$ cat src/rtl/ysyx_rnu_maptable_if.sv
// rnu_fl_if: connection between the rename map unit and the free list.
//   alloc_req   map -> fl   take one physical register this cycle
//   alloc_pr    fl  -> map  physical register offered for allocation
//   alloc_empty fl  -> map  no physical register is available
//   dealloc_req map -> fl   return one physical register this cycle
//   dealloc_pr  map -> fl   physical register being returned
//   flush_pipe  map -> fl   pipeline flush
//   flush_rd    map -> fl   architectural destination committing in the flush cycle (0 if none)
interface rnu_fl_if #(
  parameter int RLEN = 5,
  parameter int PLEN = 6
);
  logic            alloc_req;
  logic [PLEN-1:0] alloc_pr;
  logic            alloc_empty;
  logic            dealloc_req;
  logic [PLEN-1:0] dealloc_pr;
  logic            flush_pipe;
  logic [RLEN-1:0] flush_rd;

  modport master (
    output alloc_req,
    input  alloc_pr,
    input  alloc_empty,
    output dealloc_req,
    output dealloc_pr,
    output flush_pipe,
    output flush_rd
  );

  modport slave (
    input  alloc_req,
    output alloc_pr,
    output alloc_empty,
    input  dealloc_req,
    input  dealloc_pr,
    input  flush_pipe,
    input  flush_rd
  );
endinterface

$ cat src/rtl/ysyx_rnu_maptable.sv
// ysyx_rnu_maptable: register-rename map unit for a single-issue rename stage.
// Holds the speculative map, the committed map and per-physical-register busy bits.
// Ports:
//   clock, reset                       clock and synchronous active-high reset
//   in_valid / in_ready                rename handshake
//   in_rs1, in_rs2, in_rd              architectural sources / destination
//   out_prs1, out_prs2                 physical sources (combinational lookup)
//   out_rs1_ready, out_rs2_ready       source availability, with same-cycle wakeup bypass
//   out_prd, out_old_prd               new and previous physical destination
//   wb_valid, wb_prd                   writeback wakeup
//   commit_valid, commit_rd, commit_prd  retirement of one instruction
//   flush_pipe                         restore speculative map from committed map
//   fl                                 free-list port
module ysyx_rnu_maptable #(
  parameter int RNUM = 32,
  parameter int PNUM = 64,
  parameter int RLEN = 5,
  parameter int PLEN = 6
) (
  input  logic            clock,
  input  logic            reset,
  input  logic            in_valid,
  output logic            in_ready,
  input  logic [RLEN-1:0] in_rs1,
  input  logic [RLEN-1:0] in_rs2,
  input  logic [RLEN-1:0] in_rd,
  output logic [PLEN-1:0] out_prs1,
  output logic [PLEN-1:0] out_prs2,
  output logic            out_rs1_ready,
  output logic            out_rs2_ready,
  output logic [PLEN-1:0] out_prd,
  output logic [PLEN-1:0] out_old_prd,
  input  logic            wb_valid,
  input  logic [PLEN-1:0] wb_prd,
  input  logic            commit_valid,
  input  logic [RLEN-1:0] commit_rd,
  input  logic [PLEN-1:0] commit_prd,
  input  logic            flush_pipe,
  rnu_fl_if.master        fl
);

  logic [PLEN-1:0] spec_map_r [RNUM];
  logic [PLEN-1:0] cmt_map_r  [RNUM];
  logic [PNUM-1:0] busy_r;

  logic rd_nz_s;
  logic fire_s;
  logic alloc_en_s;
  logic commit_en_s;

  assign rd_nz_s     = (in_rd != {RLEN{1'b0}});
  assign commit_en_s = commit_valid && (commit_rd != {RLEN{1'b0}});

  // Handshake and free-list request/return; alloc/dealloc are suppressed on a reset edge.
  always_comb begin
    in_ready       = 1'b0;
    fire_s         = 1'b0;
    alloc_en_s     = 1'b0;
    fl.alloc_req   = 1'b0;
    fl.dealloc_req = 1'b0;
    fl.dealloc_pr  = {PLEN{1'b0}};
    fl.flush_pipe  = flush_pipe;
    fl.flush_rd    = {RLEN{1'b0}};
    in_ready       = !flush_pipe && !(rd_nz_s && fl.alloc_empty);
    fire_s         = in_valid && in_ready;
    alloc_en_s     = fire_s && rd_nz_s;
    if (reset) begin
      fl.alloc_req   = 1'b0;
      fl.dealloc_req = 1'b0;
    end else begin
      fl.alloc_req   = alloc_en_s;
      fl.dealloc_req = commit_en_s;
    end
    if (commit_en_s) begin
      fl.dealloc_pr = cmt_map_r[commit_rd];
    end else begin
      fl.dealloc_pr = {PLEN{1'b0}};
    end
    if (commit_valid) begin
      fl.flush_rd = commit_rd;
    end else begin
      fl.flush_rd = {RLEN{1'b0}};
    end
  end

  // Combinational map lookup, wakeup bypass and destination selection.
  always_comb begin
    out_prs1      = spec_map_r[in_rs1];
    out_prs2      = spec_map_r[in_rs2];
    out_old_prd   = spec_map_r[in_rd];
    out_rs1_ready = !busy_r[out_prs1] || (wb_valid && (wb_prd == out_prs1));
    out_rs2_ready = !busy_r[out_prs2] || (wb_valid && (wb_prd == out_prs2));
    if (rd_nz_s) begin
      out_prd = fl.alloc_pr;
    end else begin
      out_prd = {PLEN{1'b0}};
    end
  end

  // Speculative map: identity on reset, restored from committed map (with the
  // same-cycle commit merged) on flush, updated by a firing rename otherwise.
  always_ff @(posedge clock) begin
    if (reset) begin
      for (int i = 0; i < RNUM; i++) begin
        spec_map_r[i] <= PLEN'(i);
      end
    end else if (flush_pipe) begin
      for (int i = 0; i < RNUM; i++) begin
        if (commit_en_s && (commit_rd == RLEN'(i))) begin
          spec_map_r[i] <= commit_prd;
        end else begin
          spec_map_r[i] <= cmt_map_r[i];
        end
      end
    end else if (alloc_en_s) begin
      spec_map_r[in_rd] <= fl.alloc_pr;
    end
  end

  // Committed map: identity on reset, updated by every non-x0 commit, flush or not.
  always_ff @(posedge clock) begin
    if (reset) begin
      for (int i = 0; i < RNUM; i++) begin
        cmt_map_r[i] <= PLEN'(i);
      end
    end else if (commit_en_s) begin
      cmt_map_r[commit_rd] <= commit_prd;
    end
  end

  // Busy bits: cleared on reset/flush; writeback clears, allocation sets (set wins).
  always_ff @(posedge clock) begin
    if (reset) begin
      busy_r <= {PNUM{1'b0}};
    end else if (flush_pipe) begin
      busy_r <= {PNUM{1'b0}};
    end else begin
      for (int i = 0; i < PNUM; i++) begin
        if (alloc_en_s && (fl.alloc_pr == PLEN'(i))) begin
          busy_r[i] <= 1'b1;
        end else if (wb_valid && (wb_prd == PLEN'(i))) begin
          busy_r[i] <= 1'b0;
        end
      end
    end
  end

endmodule

$ cat src/flat_wrapper.sv
// flat-port wrapper written by rule: the top's interface ports become plain ports
module ysyx_rnu_maptable_flat 
#(
  parameter int RNUM = 32,
  parameter int PNUM = 64,
  parameter int RLEN = 5,
  parameter int PLEN = 6
)
  (clock, reset, in_valid, in_ready, in_rs1, in_rs2, in_rd, out_prs1, out_prs2, out_rs1_ready, out_rs2_ready, out_prd, out_old_prd, wb_valid, wb_prd, commit_valid, commit_rd, commit_prd, flush_pipe, fl_alloc_req, fl_alloc_pr, fl_alloc_empty, fl_dealloc_req, fl_dealloc_pr, fl_flush_pipe, fl_flush_rd);
  rnu_fl_if #(.RLEN(RLEN), .PLEN(PLEN)) fl_i ();
  input  logic clock;
  input  logic reset;
  input  logic in_valid;
  output logic in_ready;
  input  logic [RLEN-1:0] in_rs1;
  input  logic [RLEN-1:0] in_rs2;
  input  logic [RLEN-1:0] in_rd;
  output logic [PLEN-1:0] out_prs1;
  output logic [PLEN-1:0] out_prs2;
  output logic out_rs1_ready;
  output logic out_rs2_ready;
  output logic [PLEN-1:0] out_prd;
  output logic [PLEN-1:0] out_old_prd;
  input  logic wb_valid;
  input  logic [PLEN-1:0] wb_prd;
  input  logic commit_valid;
  input  logic [RLEN-1:0] commit_rd;
  input  logic [PLEN-1:0] commit_prd;
  input  logic flush_pipe;
  output wire logic [$bits(fl_i.alloc_req)-1:0] fl_alloc_req;
  input wire logic [$bits(fl_i.alloc_pr)-1:0] fl_alloc_pr;
  input wire logic [$bits(fl_i.alloc_empty)-1:0] fl_alloc_empty;
  output wire logic [$bits(fl_i.dealloc_req)-1:0] fl_dealloc_req;
  output wire logic [$bits(fl_i.dealloc_pr)-1:0] fl_dealloc_pr;
  output wire logic [$bits(fl_i.flush_pipe)-1:0] fl_flush_pipe;
  output wire logic [$bits(fl_i.flush_rd)-1:0] fl_flush_rd;
  assign fl_alloc_req = fl_i.alloc_req;
  assign fl_i.alloc_pr = fl_alloc_pr;
  assign fl_i.alloc_empty = fl_alloc_empty;
  assign fl_dealloc_req = fl_i.dealloc_req;
  assign fl_dealloc_pr = fl_i.dealloc_pr;
  assign fl_flush_pipe = fl_i.flush_pipe;
  assign fl_flush_rd = fl_i.flush_rd;
  ysyx_rnu_maptable #(.RNUM(RNUM), .PNUM(PNUM), .RLEN(RLEN), .PLEN(PLEN)) u_core (.clock(clock), .reset(reset), .in_valid(in_valid), .in_ready(in_ready), .in_rs1(in_rs1), .in_rs2(in_rs2), .in_rd(in_rd), .out_prs1(out_prs1), .out_prs2(out_prs2), .out_rs1_ready(out_rs1_ready), .out_rs2_ready(out_rs2_ready), .out_prd(out_prd), .out_old_prd(out_old_prd), .wb_valid(wb_valid), .wb_prd(wb_prd), .commit_valid(commit_valid), .commit_rd(commit_rd), .commit_prd(commit_prd), .flush_pipe(flush_pipe), .fl(fl_i));
endmodule
$ cat config.mk
export PLATFORM = sky130hd
export DESIGN_NAME = ysyx_rnu_maptable_flat
export DESIGN_NICKNAME = d
export VERILOG_FILES = /design/src/rtl/ysyx_rnu_maptable_if.sv /design/src/rtl/ysyx_rnu_maptable.sv /design/src/flat_wrapper.sv
export SDC_FILE = /design/constraint.sdc
export NUM_CORES = 1
export LEC_CHECK = 0
export CORE_MARGIN = 2
export CORE_UTILIZATION = 50
export CTS_BUF_LIST = sky130_fd_sc_hd__clkbuf_4 sky130_fd_sc_hd__clkbuf_8
export CTS_CLUSTER_SIZE = 8
export DETAILED_ROUTE_END_ITERATION = 8
export GPL_TIMING_DRIVEN = 0
export MAX_ROUTING_LAYER = met4
export PLACE_DENSITY = 0.67
export SLEW_MARGIN = 20
export SYNTH_ARGS = -nofsm -noshare
export SYNTH_HDL_FRONTEND = slang
export SYNTH_SLANG_ARGS = --single-unit
$ cat constraint.sdc
create_clock -name clock -period 12.7 [get_ports clock]
set_input_delay 3.175 -clock clock [delete_from_list [all_inputs] [get_ports clock]]
set_output_delay 3.175 -clock clock [all_outputs]
set_load 0.005 [all_outputs]
Yosys cells after proc, flatten, opt, wreduce, memory -nomap -nowiden
Memories as Yosys holds them, arrays and structs flattened.
Index checks and enable logic that the tools add are counted.
{ "classes": {"order_cmp": 2, "eq_ne": 159, "muxes": 472, "n_bitwise": 64, "reduce_logical": 245} }
{ "op_table": {"columns": ["cell", "n"], "rows": [
  ["6-bit 2-to-1 mux", 68],
  ["1-bit 2-to-1 mux", 399],
  ["6-bit == test, second input constant", 64],
  ["6-bit by 5-bit == test with 1-bit output, second input constant", 32],
  ["1-bit logical AND", 167],
  ["2-bit nonzero test", 64],
  ["6-bit by 4-bit == test with 1-bit output, second input constant", 16],
  ["5-bit == test, second input constant", 16],
  ["1-bit bitwise OR", 64],
  ["6-bit by 3-bit == test with 1-bit output, second input constant", 8],
  ["5-bit by 4-bit == test with 1-bit output, second input constant", 8],
  ["6-bit by 2-bit == test with 1-bit output, second input constant", 4],
  ["5-bit by 3-bit == test with 1-bit output, second input constant", 4],
  ["5-bit 2-to-1 mux", 3],
  ["6-bit by 7-bit less-than comparator with 1-bit output, second input constant", 2],
  ["1-bit binary-select mux with 6-bit select", 2],
  ["6-bit by 1-bit == test with 1-bit output, second input constant", 2],
  ["6-bit == test", 2],
  ["6-bit logical NOT", 2],
  ["6-bit OR reduction", 2],
  ["5-bit by 2-bit == test with 1-bit output, second input constant", 2],
  ["5-bit nonzero test", 2],
  ["5-bit by 1-bit == test with 1-bit output, second input constant", 1],
  ["5-bit logical NOT", 1],
  ["3 further kinds", 7]
]} }
{ "word_totals": {"ff_bits": 64, "ram_bits": 384, "in_bits": 45, "mem_count": 2} }
{ "mem_list": {"columns": ["memory", "depth", "width", "read_ports", "rd_clocked_by_memory_dff", "write_ports", "line", "source"], "rows": [
  ["u_core.cmt_map_r", 32, 6, 33, 0, 32, "ysyx_rnu_maptable.sv:43", "logic [PLEN-1:0] cmt_map_r [RNUM];"],
  ["u_core.spec_map_r", 32, 6, 3, 0, 32, "ysyx_rnu_maptable.sv:42", "logic [PLEN-1:0] spec_map_r [RNUM];"]
]} }

Logic depth before layout (Yosys ltp)
{ "depth": {"word_depth": 12, "mapped_depth": 16} }

Worst setup path after synthesis
Ideal clock, no wire load.
{ "synth_timing": {"path_type": "input to output", "start": "input port in_rs2[2]", "end": "output port out_rs2_ready", "arrival_time_ns": 6.420, "t_required_ns": 9.525, "setup_slack_ns": 3.105, "cell_stages": 13, "n_path_buf": 4, "cell_sequence": "buf_2 -> buf_2 -> buf_1 -> mux4_2 -> mux4_2 -> mux2i_4 -> buf_6 -> mux2_2 -> a21oi_1 -> o21ai_1 -> or4_4 -> nor3_2 -> a2111o_1"} }
{ "synth_between": {"elab_chain_len": 5, "elab_cells_between_ends": 7, "cone_classes": "eq/ne (1); mux (2); reduce/logical (3); memory (1)"} }
{ "synth_rtl": {"columns": ["element", "line", "source"], "rows": [
  ["from (decl)", "flat_wrapper.sv:16", "input logic [RLEN-1:0] in_rs2;"],
  ["memory read 32 x 6 bit (*)", null, null],
  ["1-bit binary-select mux with 6-bit select", "ysyx_rnu_maptable.sv:92", "out_rs2_ready = !busy_r[out_prs2] || (wb_valid && (wb_prd == out_prs2));"],
  ["1-bit 2-to-1 mux (implied by the code)", "ysyx_rnu_maptable.sv:92", null],
  ["1-bit logical NOT", "ysyx_rnu_maptable.sv:92", null],
  ["1-bit logical OR (*)", "ysyx_rnu_maptable.sv:92", null],
  ["to (decl)", "flat_wrapper.sv:21", "output logic out_rs2_ready;"]
]} }
Mark *: on every way between the ends. The rest lies on a longest branch, timed or not. The select of a mux whose other input is x is not followed.

Worst setup path in the final report
Same ends and word-level chain as after synthesis.

==> run_results.csv <==
group,metric,value,unit
status,status,"finished clean",
timing,worst_slew_pin_slew,1.14,ns
global_routing,grt_pass1_vias,22275,
synth,synth_edf_count,384,
timing,slew_violations,0,
global_routing,busiest_layer,"met2",
critical_path,setup.worst_path.end_class,"output port",
clock_network,numCtsBuffers,74,
clock_network,cts.sinks,448,
critical_path,cp-startpoint,"in_rs2[2]",
global_routing,grt_pass1_wl,172,mm
min_path,hold_start,"u_core.busy_r[34]",
synth,synthAdderAreaFrac,0,
floorplanning,boundaryPins,86,
timing,skew,0.0400,ns
place,io_buffers,69,
floorplanning,die_x,239,um
route,drtAntennaViolNets,0,
synth,synth_simple_gate_area_frac,0.154,
synth,ys_ff_latch,448,
timing,fmax,0.0882,GHz
global_routing,met2_usage,0.650,
synth,ys_types,66,
synth,yosys_warnings,0,
route,dr.first_iter.drc_count,4641,
route,viasPerCell,7.10,
synth,synth_top_area_frac,0.417,
critical_path,cp_max_fo,10,
clock_network,clkSlewWorstSetupHoldPaths,0.06,ns
critical_path,cp-start-kind,"input port",
clock_network,cts_buffer_depth,3,
clock_network,cts_tree,"built",
route,drc,0,
critical_path,path_class,"in2out",
timing,setup_violations,0,
timing,postLayoutSetupSlackWorst,1.36,ns
global_routing,antenna_found_initial,5,
synth,synth-compound-area-share,0.0966,
timing,rsz0062_at_grt,"false",
synth,synth_area,27600,sq um
min_path,hold_path_class,"reg2reg",
place,pre_cts_slack,1.43,ns
global_routing,grtUsageMet3,0.125,
critical_path,worstPathRequired,9.52,ns
synth,synth_top_family_by_area,"multiplexers",
timing,fin_tns_setup,0,ns
pwr,leakage,10.6,nW
clock_network,cts_resized,0,
timing,relSlewSlack,0.242,
floorplanning,dieHeight,239,um
route,num_vias,24402,
job,maxCapViolCount,0,
route,first_pass_iters,7,
layout,multi_input_area,13900,sq um
synth,async_reset_ff_frac,0,
global_routing,grt_start_max_net_pins,16,
clock_network,root_buffer,"clkbuf_8",
clock_network,cts_setup_buffers,0,
layout,nets,2724,
layout,layout_common_cells,"nand2_1 (479), edfxtp_1 (384), nor2_1 (243), mux4_2 (208), mux2i_1 (181)",
layout,final_common_cell,"nand2_1",
floorplanning,initial_core_util,0.504,
synth,synth_area_leaders,"edfxtp_1 (42%), mux4_2 (17%), mux2i_1 (6.6%)",
floorplanning,die_area,57200,sq um
synth,avgSynthCellArea,10.9,sq um
place,dp_hpwl,101,mm
layout,fillers,4811,
synth,yosysSeqAreaShare,0.464,
global_routing,grt_use_met1,0.602,
clock_network,cts_hold_buf,0,
synth,synth_top_area_cell,"edfxtp_1",
layout,area_delta_synth_final,11.0,%
synth,synthFlopType,"edfxtp_1",
floorplanning,rows,86,
global_routing,grt-ovfl-total,0,
synth,synthCells,2527,
critical_path,reg2reg_from,"u_core.cmt_map_r[9][2]",
pwr,power.total,3.80,mW
global_routing,grt_util_all_layers,0.453,
route,wirelength,126,mm
layout,drive_above_1_share,0.152,
timing,layout_min_cycle_time,11.34,ns
floorplanning,core_area,54900,sq um
place,gp_congestion,1.08,
critical_path,worstPathArrival,8.16,ns
pwr,ir_worst_vdd,0.0000844,V
synth,synth_xor_area_frac,0.00380,
synth,synth.mux.area_fraction,0.248,
route,wire_per_inst,36.7,um
timing,finalCritPeriodShare,0.893,
pwr,p_per_area,124,nW/um^2
clock_network,clock_latency,0.71,ns
timing,hold_viol,0,
layout,register_area,12800,sq um
clock_network,cts_max_level,3,
## worst max-delay path, cell delays in order
cell and delay, ns:
buf_2 0.26, buf_2 0.39, buf_1 0.69, mux4_2 0.46
mux4_2 0.51, mux2i_4 0.44, buf_6 0.25, mux2_2 0.35
a21oi_1 0.21, o21ai_1 0.08, or4_4 0.44, nor3_2 0.19
a2111o_1 0.17, clkdlybuf4s50_1 0.51
## cells in the mapped netlist (3+ instances only)
master,number
o21ai_0,142
nor3_1,15
inv_2,5
a32oi_1,22
nand2b_1,41
nor3b_1,3
nor2b_1,22
xnor2_1,4
o211ai_1,11
buf_1,26
and2_1,52
a311oi_1,6
mux4_2,208
and3b_1,3
nand3b_1,4
o31ai_1,21
buf_6,5
mux2i_1,181
nand4_1,8
nor2_1,243
clkbuf_1,146
a31oi_1,24
nand2_1,479
and3_1,12
a211oi_1,6
o21ai_1,4
buf_2,23
edfxtp_1,384
buf_4,3
o22ai_1,51
or2_2,15
inv_1,14
nand3_1,47
dfxtp_1,64
or3_1,16
xor2_1,8
mux2_2,30
a21oi_1,114
a22oi_1,20
a22o_1,12
## cell type report
class | count | share of cell area
multi-input combinational | 1861 | 0.455
timing repair buffer | 71 | 0.0232
buffer | 204 | 0.0276
antenna | 4 | 0.000326
tap | 704 | 0.0287
clock inverter | 25 | 0.00575
sequential | 448 | 0.418
clock buffer | 100 | 0.0400
inverter | 19 | 0.00232
## flip-flops by register name, summed over array words and instances (netlist names)
signal	cells
u_core.spec_map_r	192
u_core.cmt_map_r	192
u_core.busy_r	64
## routing by layer
metal | vias to the layer above | share of wire
li1 | 9803 | -
met1 | 12014 | 0.37
met2 | 2216 | 0.43
met3 | 369 | 0.14
met4 | 0 | 0.054
met5 | - | 0
## path summary, 6_finish.rpt
check | endpoint | slack [ns] | cells after the start
max reg2reg | u_core.spec_map_r[9][2] | 11.21 | 2
max | out_rs2_ready | 1.36 | 14
min reg2reg | u_core.busy_r[34] | 0.49 | 2
min | u_core.busy_r[34] | 0.49 | 2
## power breakdown
group / total [mW] / switching [mW] / internal (mW)
Combinational: 0.739 / 0.453 / 0.287
Clock: 1.26 / 0.616 / 0.648
Sequential: 1.79 / 0.104 / 1.69
## cells by family after synthesis
group / count (synthesis)
simple gates: 976
flops: 448
xor+xnor: 12
mux: 421
other cells: 1
compound gates: 446
buf+inv: 223
## through the flow
step                hold slack, ns   util  area, sq um  cells
global route                 0.521  0.559        30700   3436
floorplan                    0.454      -        27700   2532
global placement             0.476  0.533        29200   3305
CTS                          0.488  0.559        30700   3431
detailed placement           0.479  0.533        29300   3306
finish                       0.490  0.559        30700   3436
(Power assumes the default switching activity.)
